===== config.mk =====
export PLATFORM = sky130hd
export DESIGN_NAME = counter_step_ctrl
export DESIGN_NICKNAME = d
export VERILOG_FILES = /design/src/rtl/counter_step_ctrl.sv
export SDC_FILE = /design/constraint.sdc
export NUM_CORES = 1
export LEC_CHECK = 0
export CAP_MARGIN = 5
export CORE_MARGIN = 3
export CORE_UTILIZATION = 29
export DETAILED_ROUTE_END_ITERATION = 8
export PLACE_DENSITY_LB_ADDON = 0.2
export SETUP_SLACK_MARGIN = 0.2
export SLEW_MARGIN = 20
export SYNTH_ARGS = -nofsm -noshare
export SYNTH_HDL_FRONTEND = slang
export SYNTH_SLANG_ARGS = --single-unit
export TNS_END_PERCENT = 5

===== constraint.sdc =====
create_clock -name clk -period 1.9 [get_ports clk]
set_input_delay 0.38 -clock clk [delete_from_list [all_inputs] [get_ports clk]]
set_output_delay 0.38 -clock clk [all_outputs]
set_load 0.005 [all_outputs]

===== src/rtl/counter_step_ctrl.sv =====
// counter_step_ctrl: merges two asynchronous step buttons and an auto-tick
// prescaler into single-cycle inc pulses with a direction select, and holds
// the mode bits (max_val, max_en, carry_en) for one 4-bit counter.
module counter_step_ctrl #(
  parameter int         GAP        = 2,
  parameter logic [7:0] RST_PERIOD = 8'd99
) (
  input  logic       clk,
  input  logic       rst_n,
  input  logic       btn_up,
  input  logic       btn_dn,
  input  logic       cfg_we,
  input  logic       cfg_addr,
  input  logic [7:0] cfg_wdata,
  output logic       inc,
  output logic       up_down_sel,
  output logic       carry_en,
  output logic       max_en,
  output logic [3:0] max_val,
  output logic       busy,
  output logic       ovf
);

  // Hold counter width; GAP of 0 or 1 still gets a 1-bit counter.
  localparam int HW = (GAP < 2) ? 1 : $clog2(GAP);
  localparam logic [HW-1:0] HOLD_LOAD = (GAP > 0) ? HW'(GAP - 1) : '0;

  typedef enum logic [1:0] {
    IDLE  = 2'd0,
    ISSUE = 2'd1,
    HOLD  = 2'd2
  } state_t;

  state_t          state_reg, state_next;
  logic [HW-1:0]   hold_cnt_reg, hold_cnt_next;
  logic            dir_reg, dir_next;

  logic [3:0]      max_val_reg;
  logic            max_en_reg, carry_en_reg, auto_en_reg, auto_dir_reg;
  logic [7:0]      period_reg;
  logic [7:0]      presc_cnt_reg;
  logic            pend_auto_reg;
  logic            ovf_reg;

  // Button request path, index 0 = up, index 1 = down.
  logic [1:0]      btn_in;
  logic [1:0]      btn_rise;
  logic [1:0]      pend_btn;
  logic [1:0]      clr_btn;
  logic [1:0]      drop_btn;

  logic            tick;
  logic            clr_auto;
  logic            drop_auto;
  logic            arb_free;
  logic            mode_wr;
  logic            period_wr;

  assign btn_in    = {btn_dn, btn_up};
  assign mode_wr   = cfg_we & ~cfg_addr;
  assign period_wr = cfg_we & cfg_addr;

  genvar gi;
  generate
    for (gi = 0; gi < 2; gi++) begin : g_btn
      logic sync1_reg, sync2_reg, edge_reg, pend_reg;

      // Two-flop synchroniser followed by an edge-detect flop.
      always_ff @(posedge clk or negedge rst_n) begin
        if (!rst_n) begin
          sync1_reg <= 1'b0;
          sync2_reg <= 1'b0;
          edge_reg  <= 1'b0;
        end else begin
          sync1_reg <= btn_in[gi];
          sync2_reg <= sync1_reg;
          edge_reg  <= sync2_reg;
        end
      end

      assign btn_rise[gi] = sync2_reg & ~edge_reg;
      // An edge landing on a flag that is being served re-arms it instead of dropping.
      assign drop_btn[gi] = btn_rise[gi] & pend_reg & ~clr_btn[gi];
      assign pend_btn[gi] = pend_reg;

      // Pending request flag: set by a rising edge, cleared when served.
      always_ff @(posedge clk or negedge rst_n) begin
        if (!rst_n) begin
          pend_reg <= 1'b0;
        end else begin
          pend_reg <= btn_rise[gi] | (pend_reg & ~clr_btn[gi]);
        end
      end
    end
  endgenerate

  assign tick      = auto_en_reg & (presc_cnt_reg == period_reg);
  assign drop_auto = tick & pend_auto_reg & ~clr_auto;

  // Prescaler count; a period write does not restart the count.
  always_ff @(posedge clk or negedge rst_n) begin
    if (!rst_n) begin
      presc_cnt_reg <= 8'd0;
    end else if (!auto_en_reg || tick) begin
      presc_cnt_reg <= 8'd0;
    end else begin
      presc_cnt_reg <= presc_cnt_reg + 8'd1;
    end
  end

  // Auto-tick pending flag, forced clear while auto mode is off.
  always_ff @(posedge clk or negedge rst_n) begin
    if (!rst_n) begin
      pend_auto_reg <= 1'b0;
    end else if (!auto_en_reg) begin
      pend_auto_reg <= 1'b0;
    end else begin
      pend_auto_reg <= tick | (pend_auto_reg & ~clr_auto);
    end
  end

  // Mode and period registers, writable in any FSM state.
  always_ff @(posedge clk or negedge rst_n) begin
    if (!rst_n) begin
      max_val_reg  <= 4'd0;
      max_en_reg   <= 1'b0;
      carry_en_reg <= 1'b0;
      auto_en_reg  <= 1'b0;
      auto_dir_reg <= 1'b0;
      period_reg   <= RST_PERIOD;
    end else begin
      if (mode_wr) begin
        max_val_reg  <= cfg_wdata[3:0];
        max_en_reg   <= cfg_wdata[4];
        carry_en_reg <= cfg_wdata[5];
        auto_en_reg  <= cfg_wdata[6];
        auto_dir_reg <= cfg_wdata[7];
      end
      if (period_wr) begin
        period_reg <= cfg_wdata;
      end
    end
  end

  // Sticky drop flag; a mode write clears it and wins over a same-cycle drop.
  always_ff @(posedge clk or negedge rst_n) begin
    if (!rst_n) begin
      ovf_reg <= 1'b0;
    end else if (mode_wr) begin
      ovf_reg <= 1'b0;
    end else if ((|drop_btn) || drop_auto) begin
      ovf_reg <= 1'b1;
    end
  end

  // FSM state, hold counter and registered direction.
  always_ff @(posedge clk or negedge rst_n) begin
    if (!rst_n) begin
      state_reg    <= IDLE;
      hold_cnt_reg <= '0;
      dir_reg      <= 1'b0;
    end else begin
      state_reg    <= state_next;
      hold_cnt_reg <= hold_cnt_next;
      dir_reg      <= dir_next;
    end
  end

  // Next state and arbitration. The last cycle of the gap arbitrates like
  // IDLE so back-to-back requests are issued every GAP+1 cycles.
  always_comb begin
    state_next    = state_reg;
    hold_cnt_next = hold_cnt_reg;
    dir_next      = dir_reg;
    clr_btn       = 2'b00;
    clr_auto      = 1'b0;
    arb_free      = 1'b0;

    case (state_reg)
      IDLE: begin
        arb_free = 1'b1;
      end
      ISSUE: begin
        if (GAP > 0) begin
          state_next    = HOLD;
          hold_cnt_next = HOLD_LOAD;
        end else begin
          state_next = IDLE;
          arb_free   = 1'b1;
        end
      end
      HOLD: begin
        if (hold_cnt_reg == '0) begin
          state_next = IDLE;
          arb_free   = 1'b1;
        end else begin
          hold_cnt_next = hold_cnt_reg - HW'(1);
        end
      end
      default: begin
        state_next = IDLE;
      end
    endcase

    if (arb_free) begin
      if (pend_btn[0] && pend_btn[1]) begin
        // Opposing requests cancel each other.
        clr_btn = 2'b11;
      end else if (pend_btn[0]) begin
        clr_btn[0] = 1'b1;
        dir_next   = 1'b0;
        state_next = ISSUE;
      end else if (pend_btn[1]) begin
        clr_btn[1] = 1'b1;
        dir_next   = 1'b1;
        state_next = ISSUE;
      end else if (pend_auto_reg && auto_en_reg) begin
        clr_auto   = 1'b1;
        dir_next   = auto_dir_reg;
        state_next = ISSUE;
      end
    end
  end

  assign inc         = (state_reg == ISSUE);
  assign busy        = (state_reg != IDLE);
  assign up_down_sel = dir_reg;
  assign max_val     = max_val_reg;
  assign max_en      = max_en_reg;
  assign carry_en    = carry_en_reg;
  assign ovf         = ovf_reg;

endmodule


Word-level counts from Yosys, hierarchy flattened
Index checks and enable logic that the tools add are counted.

storage, ports and cells
  flip-flop bits (word level) = 38
  word-level logic and storage cells = 89

cells by class
  add/subtract/negate cells = 2
  equality and inequality tests = 3
  muxes and demuxes = 28
  bitwise gates (word level) = 24
  reduce and logical (&&, ||, !) cells = 12

operators by type and width
  kind                 count
  $mux 1               16
  $mux 2               8
  $and 1x1->1          14
  $add 8x1->8 const B  1
  $eq 8x8->1           1
  $mux 8               1
  $not 1->1            7
  $pmux 2 s3           1
  $reduce_bool 2->1    3
  $pmux 1 s2           2
  $or 1x1->1           3
  $reduce_and 3->1     1
  $reduce_bool 3->1    1
  $eq 2x1->1 const B   1
  $eq 2x2->1 const B   1
  $logic_and 1x1->1    2
  $logic_not 2->1      1
  $logic_or 1x1->1     2
  $reduce_or 2->1      1
  $logic_not 1->1      1
  $sub 1x1->1 const B  1

Depth between registers and ports, before layout
Gate-level depths: netlist of run 1.

  depth in word-level cells = 11
  mapped depth = 6

Worst setup path after synthesis of run 1
No wires, ideal clock.

  path type = register to register
  start = register state_reg[0]
  end = register dir_reg (netlist: up_down_sel)
  data arrival time = 1.334 ns
  data required time = 1.796 ns
  slack = 0.462 ns
  stages on the path, launching flop included = 7
  path buffers = 0
  period minus slack after synthesis = 1.438 ns
  path through = dfrtp_1 -> inv_1 -> ha_1 -> nor2b_1 -> nor2_2 -> o21ai_0 -> a221oi_1

on the way
  cells in the longest elaborated chain, start to end = 3
  elaborated cells between the ends (all ways) = 4
  classes of those cells = 1 x eq/ne; 1 x mux; 2 x reduce/logical

ends and longest elaborated chain
  what                                           line  text
  start, declared                                34    state_t state_reg, state_next;
  start signal, assigned                         163   state_reg <= state_next;
  $eq 2x2->1 or $logic_not 2->1 (tied branches)  179   case (state_reg)
  $pmux 1 s2 *                                   179
  $reduce_and 3->1 (no line) *                   n/a
  end signal, assigned                           165   dir_reg <= dir_next;
  end, declared                                  36    logic dir_reg, dir_next;

Every way passes the cells marked *; elsewhere a longest branch is shown, timed or not.
A chain may end at the register's enable or synchronous reset.

Worst setup path in the final report of run 1
  start = register state_reg[1]
  end = register dir_reg (netlist: up_down_sel)

The elaborated chain is that of the path after synthesis.

==> flow_summary.json, run 1 <==
{
  "synth_ff_type": "dfrtp_1",
  "first_global_vias": 1121,
  "routed_wl_um": 3010,
  "nFillCells": 508,
  "startpoint": "state_reg[1]$_DFF_PN0_",
  "grt_setup_unrepaired": "yes",
  "area_delta_synth_final_pct": 28.0,
  "leakagePower_nw": 0.956,
  "finalMaxSlewViolations": 0,
  "synth_edf_count": 0,
  "coreArea_sq_um": 5300,
  "synth_cell_types": 31,
  "grt_pass1_wl_um": 5240,
  "cts.clk_slew.worst_paths_ps": 80,
  "grtUsageTotal": 0.106,
  "r2r_slack_ps": 250,
  "ys_seq_elements": 38,
  "synthSimpleGateAreaFrac": 0.0987,
  "antenna_found_initial": 0,
  "grt_use_met3": 0.0377,
  "clkLatencyLatePin_ps": 290,
  "multiInputGateArea_sq_um": 669,
  "die_area_sq_um": 6620,
  "synth_top_area_frac": 0.516,
  "path_class": "reg2reg",
  "drt_pass1_iterations": 2,
  "synthArstFlopShare": 1.00,
  "final_common_cell": "dfrtp_1",
  "vias": 1063,
  "die_h_um": 81.4,
  "grt_max_degree": 39,
  "holdCritPathClass": "reg2reg",
  "synth_fp_nets": 149,
  "cp.arrival_ps": 1840,
  "yosysTopAreaCell": "dfrtp_1",
  "cts_buffers": 5,
  "nets": 184,
  "avgSynthCellArea_sq_um": 12.7,
  "n_antenna_cell": 0,
  "cts.sinks": 38,
  "hold_viol_final": 0,
  "drt-vias-per-instance": 4.50,
  "initial_core_util": 0.311,
  "root_buffer": "clkbuf_8",
  "cellPowerDensity_nw_per_um2": 1080,
  "grt_busiest_layer": "met2",
  "fmax_mhz": 607,
  "numPortBuffers": 23,
  "cts_buffer_depth": 2,
  "crit_path_start_kind": "register",
  "synth_top_family_by_area": "multiplexers",
  "final_cell_mix": "dfrtp_1, clkdlybuf4s50_1, mux2_2",
  "setup_viol": 0,
  "postRouteAntennaNets": 0,
  "met1_usage": 0.129,
  "dpl.hpwl_um": 2170,
  "min_to": "g_btn[0].sync2_reg$_DFF_PN0_",
  "synthXorXnorAreaFrac": 0.0744,
  "end_kind": "register",
  "regArea_sq_um": 956,
  "htreeDepth": 2,
  "synth_cells": 130,
  "reg2regPathDepth": 6,
  "grt_use_met2": 0.172,
  "synth_compound_area_frac": 0.0721,
  "routabilityCongestion": 0.736,
  "peakVddDrop_mv": 0.419,
  "netlist_area_sq_um": 1650,
  "slew_headroom": 0.682,
  "hp-start": "g_btn[0].sync1_reg$_DFF_PN0_",
  "max_cap_violations": 0,
  "yosysSeqAreaShare": 0.580,
  "final.setup_skew_ps": 8.73,
  "fin_tns_setup_ps": 0,
  "yosys_warnings": 0,
  "timing.rr.end": "up_down_sel$_DFFE_PN0P_",
  "tightest_slew_ps": 477,
  "run_status": "finished, final reports clean",
  "final_util": 0.398,
  "cts_tree": "done",
  "rows": 26,
  "initialDrtViolationCount": 46,
  "ios": 24,
  "layout_min_cycle_time_ps": 1650,
  "drcViolationCount": 0,
  "synthTopCellsByArea": "dfrtp_1, mux2_2, xor2_1",
  "drive_gt1_frac": 0.247,
  "cp_max_fo": 9,
  "hold_depth": 0,
  "crit_chain": "buf_4 -> ha_1 -> nor2b_1 -> nor2_2 -> o21ai_0 -> a221oi_1",
  "grt_overflow_total": 0,
  "synthMuxAreaShare": 0.115,
  "worst_path_max_delay_cell": "dfrtp_1",
  "die_x_um": 81.4,
  "drt-wirelength-per-cell_um": 12.8,
  "slowest_delay_ps": 390,
  "cp.required_ps": 2090,
  "fin_crit_sh": 0.867,
  "reg2reg_from": "state_reg[1]$_DFF_PN0_",
  "synth_fa_ha_area_frac": 0.0380
}
==> cell families after synthesis <==
family / Yosys count
compound gates: 18
xor+xnor: 14
fa+ha+maj: 5
buf+inv: 9
flops: 38
mux: 17
simple gates: 29
==> cell usage after synthesis (3+ instances only) <==
| master | count |
|---|---|
| a21oi_1 | 3 |
| and3_1 | 3 |
| dfrtp_1 | 34 |
| dfstp_2 | 4 |
| ha_1 | 5 |
| inv_1 | 8 |
| mux2_2 | 16 |
| nand2_1 | 3 |
| nand3_1 | 5 |
| nor2_1 | 7 |
| nor2b_1 | 3 |
| o21ai_0 | 4 |
| xor2_1 | 13 |
==> metrics by stage <==
stage	instances	hold slack, ps	worst slack [ps]	total power, mW	cell area [sq um]
floorplan	130	84.4	462	1.41	1650
global placement	225	334	293	1.64	1980
detailed placement	225	340	224	1.67	1980
CTS	235	357	65.2	2.31	2100
global route	236	358	50.3	2.45	2110
finish	236	353	252	2.28	2110
==> metal layers <==
metal,vias up,share of wire,wire [um]
met5,-,0,0
met4,0,0.018,55
met3,5,0.046,138
met2,20,0.49,1470
met1,521,0.45,1350
li1,517,-,-
==> worst max path at each step <==
stage | endpoint | slack, ps
3_3_place_gp | busy | 290
6_report | up_down_sel$_DFFE_PN0P_ | 250
5_1_grt | up_down_sel$_DFFE_PN0P_ | 50
3_5_place_dp | busy | 220
4_1_cts | busy | 70
2_1_floorplan | up_down_sel$_DFFE_PN0P_ | 460
==> power breakdown <==
| group | switching, mW | total (mW) | internal (mW) |
|---|---|---|---|
| Clock | 0.269 | 0.565 | 0.296 |
| Sequential | 0.109 | 1.06 | 0.950 |
| Combinational | 0.287 | 0.660 | 0.373 |
| Total | 0.665 | 2.28 | 1.62 |
==> repair_timing <==
item                                    CTS  global route
pin swaps                                 0             0
gates resized for setup                   4             2
hold buffers                              0             0
endpoints found under the setup margin    2             4
buffers inserted                          2             1
==> cell type report <==
cell class	count	share of cell area
multi-input combinational	83	0.317
tap	70	0.0415
sequential	38	0.453
clock buffer	8	0.0427
inverter	8	0.0142
timing repair buffer	29	0.131
==> critical path: cells and delay by family, from the launching register on <==
family,cells,cell delay (ps)
AO/OA/AOI/OAI,2,350
AND/OR/NAND/NOR,2,440
flip-flops,1,390
adder cells (fa/ha/maj),1,220
buffers and inverters,1,150
Power figures use the tool's default switching activity.
==> run 2, diff against run 1 <==
Settings changed: CORE_ASPECT_RATIO from default to 0.6.
==> run 2 against run 1 <==
- cell count is 3.0% higher
- critical path depth is 2 lower
- count of clock-buffer cells in the layout down 2
- largest cell class unchanged
- largest power group unchanged
- highest routed layer unchanged
==> flow_summary.json, run 2 (synthesis results as in run 1) <==
{
  "die_h_um": 64.4,
  "finalHoldWorstSlack_ps": 350,
  "drcViolationCount": 0,
  "hold_depth": 0,
  "cp_max_fo": 2,
  "run_status": "finished, final reports clean",
  "cp.arrival_ps": 1380,
  "fin_tns_setup_ps": 0,
  "cts_buffer_depth": 2,
  "reg2regPathDepth": 6,
  "max_cap_violations": 0,
  "first_global_vias": 1086,
  "die_area_sq_um": 6650,
  "cp.required_ps": 1520,
  "n_antenna_cell": 0,
  "fmax_mhz": 570,
  "dp.cells": 232,
  "tightest_slew_ps": 424,
  "rows": 20,
  "peakVddDrop_mv": 0.329,
  "coreArea_sq_um": 5280,
  "crit_path_start_kind": "register",
  "drive_gt1_frac": 0.253,
  "antenna_found_initial": 0,
  "grt_overflow_total": 0,
  "end_kind": "output pin",
  "final.setup_skew_ps": 5.06,
  "final_common_cell": "dfrtp_1",
  "cp_common_cell": "buf_4",
  "layout_min_cycle_time_ps": 1760,
  "crit_chain": "buf_4 -> buf_4 -> ha_1 -> dlygate4sd2_1",
  "drt-wirelength-per-cell_um": 13.1,
  "grt_setup_unrepaired": "yes",
  "placed_area_sq_um": 2000,
  "clkLatencyLatePin_ps": 280,
  "initialDrtViolationCount": 37,
  "htreeDepth": 2,
  "vias": 1059,
  "final_util": 0.402,
  "routabilityCongestion": 0.717,
  "cellPowerDensity_nw_per_um2": 1070,
  "nets": 184,
  "path_class": "reg2out",
  "slew_headroom": 0.717,
  "area_delta_synth_final_pct": 28.9,
  "root_buffer": "clkbuf_8",
  "drt_pass1_iterations": 4,
  "final_cell_area_sq_um": 2120,
  "numPortBuffers": 23,
  "postRouteAntennaNets": 0,
  "die_x_um": 103,
  "holdCritPathClass": "reg2reg",
  "cts.clk_slew.worst_paths_ps": 70,
  "cts_buffers": 5,
  "final_cell_mix": "dfrtp_1, clkdlybuf4s50_1, mux2_2",
  "drt-vias-per-instance": 4.36,
  "holdBufCountCts": 0,
  "hold_viol_final": 0,
  "setup_viol": 0,
  "fin_crit_sh": 0.924,
  "cts.sinks": 38,
  "fin_ws_ps": 145,
  "dpl.hpwl_um": 2330,
  "grt_max_degree": 39,
  "finalMaxSlewViolations": 0,
  "leakagePower_nw": 0.960,
  "initial_core_util": 0.312,
  "stdcell_count": 243,
  "slowest_delay_ps": 400,
  "routed_wl_um": 3190,
  "cts_tree": "done",
  "power.total_mw": 2.27,
  "worst_path_max_delay_cell": "dfrtp_1",
  "grtUsageTotal": 0.104,
  "place_ws_ps": 223,
  "grt_pass1_wl_um": 5220,
  "ios": 24
}
[run 2: what timing repair did]
action / 4_1_cts / 5_1_grt
gates cloned: 0 / 0
setup endpoints to repair: 2 / 3
buffers inserted: 2 / 1
gates resized for setup: 4 / 2
pin swaps: 1 / 0
[run 2: report_power, final]
part	internal, mW	switching [mW]
clock	0.254	0.271
combinational	0.375	0.304
sequential	0.949	0.114
total	1.58	0.689
[run 2: per-layer routing]
metal	GRT usage	share of wire	vias to the layer above
li1	-	-	513
met3	0.0425	0.048	2
met1	0.154	0.53	520
met4	0.0291	0.0028	0
met5	0	0	-
met2	0.136	0.42	24
[run 2: final timing paths]
kind | slack (ps) | start | to
max | 140 | state_reg[0]$_DFF_PN0_ | inc
min | 350 | g_btn[0].sync1_reg$_DFF_PN0_ | g_btn[0].sync2_reg$_DFF_PN0_
max reg2reg | 170 | state_reg[1]$_DFF_PN0_ | up_down_sel$_DFFE_PN0P_
min in group asynchronous | 470 | rst_n | period_reg[2]$_DFFE_PN0P_
min reg2reg | 350 | g_btn[0].sync1_reg$_DFF_PN0_ | g_btn[0].sync2_reg$_DFF_PN0_
max in group asynchronous | 1170 | rst_n | period_reg[6]$_DFFE_PN1P_
[run 2: critical path: cells and delay by family, from the launching register on]
| family | cells | cell delay [ps] |
|---|---|---|
| DFF | 1 | 400 |
| adders and majority gates | 1 | 180 |
| buffers and inverters | 3 | 530 |
[run 2: area by class of cell]
class                   count  area [sq um]
fillers                   502          3160
well taps                  77          96.3
inverters                   8          30.0
repair buffers             29           289
clock inverters             2          10.0
multi-input cells          83           669
flip-flops and latches     38           956
clock buffers               6          72.6
==> run 3, diff against run 2 <==
Settings changed: CAP_MARGIN 5 to default, CORE_MARGIN 3 to 1.5.
==> run 3 against run 2 <==
- register-to-register slack gained 70 ps
- utilization shrank 1.7 points
- combinational power shrank 3.8%
- first-iteration DRC count grew 62%
- fmax grew 5.6%
- total power grew 6.0%
- cell count shrank 3.3%
- worst hold slack lost 220 ps
- worst setup slack gained 93 ps
==> flow_summary.json, run 3 (synthesis results as in run 1) <==
{
  "initialDrtViolationCount": 60,
  "grt_setup_unrepaired": "yes",
  "leakagePower_nw": 0.961,
  "fin_tns_setup_ps": 0,
  "n_antenna_cell": 0,
  "run_status": "finished, final reports clean",
  "drt_pass1_iterations": 4,
  "power.total_mw": 2.40,
  "path_class": "reg2reg",
  "htreeDepth": 2,
  "grt_pass1_wl_um": 5320,
  "setup_viol": 0,
  "drt-vias-per-instance": 4.46,
  "drive_gt1_frac": 0.259,
  "final_cell_mix": "dfrtp_1, clkdlybuf4s50_1, mux2_2",
  "nFillCells": 535,
  "drcViolationCount": 0,
  "tightest_slew_ps": 489,
  "cp_max_fo": 9,
  "numPortBuffers": 23,
  "fmax_mhz": 602,
  "finalMaxSlewViolations": 0,
  "holdCritPathClass": "in2async",
  "postRouteAntennaNets": 0,
  "stdcell_count": 235,
  "vias": 1047,
  "max_cap_violations": 0,
  "die_area_sq_um": 6160,
  "hold_viol_final": 0,
  "final.setup_skew_ps": 9.04,
  "rows": 21,
  "cts_tree": "done",
  "crit_path_start_kind": "register",
  "cts.sinks": 38,
  "ios": 24,
  "grtUsageTotal": 0.119,
  "drt-wirelength-per-cell_um": 13.3,
  "layout_min_cycle_time_ps": 1660,
  "cp.arrival_ps": 1860,
  "fin_crit_sh": 0.875,
  "peakVddDrop_mv": 0.394,
  "cts_buffers": 5,
  "nets": 184,
  "final_common_cell": "dfrtp_1",
  "area_delta_synth_final_pct": 29.1,
  "cts_buffer_depth": 2,
  "antenna_found_initial": 0,
  "dp.cells": 224,
  "first_global_vias": 1106,
  "grt_max_degree": 39,
  "die_h_um": 61.4,
  "dpl.hpwl_um": 2200,
  "grt_overflow_total": 0,
  "die_x_um": 100,
  "end_kind": "register",
  "initial_core_util": 0.299,
  "slew_headroom": 0.674,
  "routed_wl_um": 3130,
  "cellPowerDensity_nw_per_um2": 1130,
  "cp.required_ps": 2090,
  "root_buffer": "clkbuf_8",
  "holdBufCountCts": 0,
  "coreArea_sq_um": 5520,
  "cts.clk_slew.worst_paths_ps": 80,
  "routabilityCongestion": 0.779,
  "clkLatencyLatePin_ps": 290
}
run 3: area by class of cell:
cell class              count  area, sq um  share of cell area
flip-flops and latches     38          956               0.449
well taps                  69         86.3              0.0406
inverters                   8         30.0              0.0141
multi-input cells          83          669               0.315
repair buffers             29          272               0.128
clock buffers               5         68.8              0.0324
clock inverters             3         45.0              0.0212
run 3: worst max-delay path, stage by stage, from the launching register on:
cell and delay, ps:
dfrtp_1 390, buf_4 150, ha_1 220, nor2b_1 170
nor2_2 280, o21ai_0 130, a221oi_1 240
run 3: where the power goes:
group,total (mW),internal [mW],switching (mW)
clock network,0.690,0.391,0.300
logic,0.652,0.367,0.285
registers,1.06,0.949,0.113
total,2.40,1.71,0.698
run 3: layer usage:
layer / vias up / part of all wire / GRT usage
met1: 508 / 0.54 / 0.164
li1: 516 / - / -
met3: 4 / 0.033 / 0.0375
met4: 0 / 0.0096 / 0.0543
met2: 19 / 0.42 / 0.174
met5: - / 0 / 0
run 3: repair_timing:
item,4_1_cts,5_1_grt
setup endpoints to repair,2,4
pin swaps,0,0
gates resized for setup,4,1
buffers inserted,2,1
hold endpoints to repair,0,0
run 3: path summary, 6_finish.rpt:
path | startpoint | end | slack (ps) | depth (start not counted)
setup / recovery | state_reg[1]$_DFF_PN0_ | up_down_sel$_DFFE_PN0P_ | 240 | 6
setup reg to reg | state_reg[1]$_DFF_PN0_ | up_down_sel$_DFFE_PN0P_ | 240 | 6
max in group asynchronous | rst_n | period_reg[6]$_DFFE_PN1P_ | 1410 | 2
hold reg to reg | g_btn[0].sync1_reg$_DFF_PN0_ | g_btn[0].sync2_reg$_DFF_PN0_ | 360 | 0
min in group clk | g_btn[0].sync1_reg$_DFF_PN0_ | g_btn[0].sync2_reg$_DFF_PN0_ | 360 | 0
hold / removal | rst_n | max_val[1]$_DFFE_PN0P_ | 130 | 2
run 3: metrics by stage:
| stage | utilization | hold WS (ps) | worst slack (ps) | area (sq um) |
|---|---|---|---|---|
| floorplan | - | 84.4 | 462 | 1650 |
| global placement | 0.358 | 340 | 280 | 1980 |
| detailed placement | 0.358 | 341 | 228 | 1980 |
| CTS | 0.384 | 141 | 54.5 | 2120 |
| global route | 0.385 | 176 | 69.9 | 2130 |
| finish | 0.385 | 126 | 238 | 2130 |
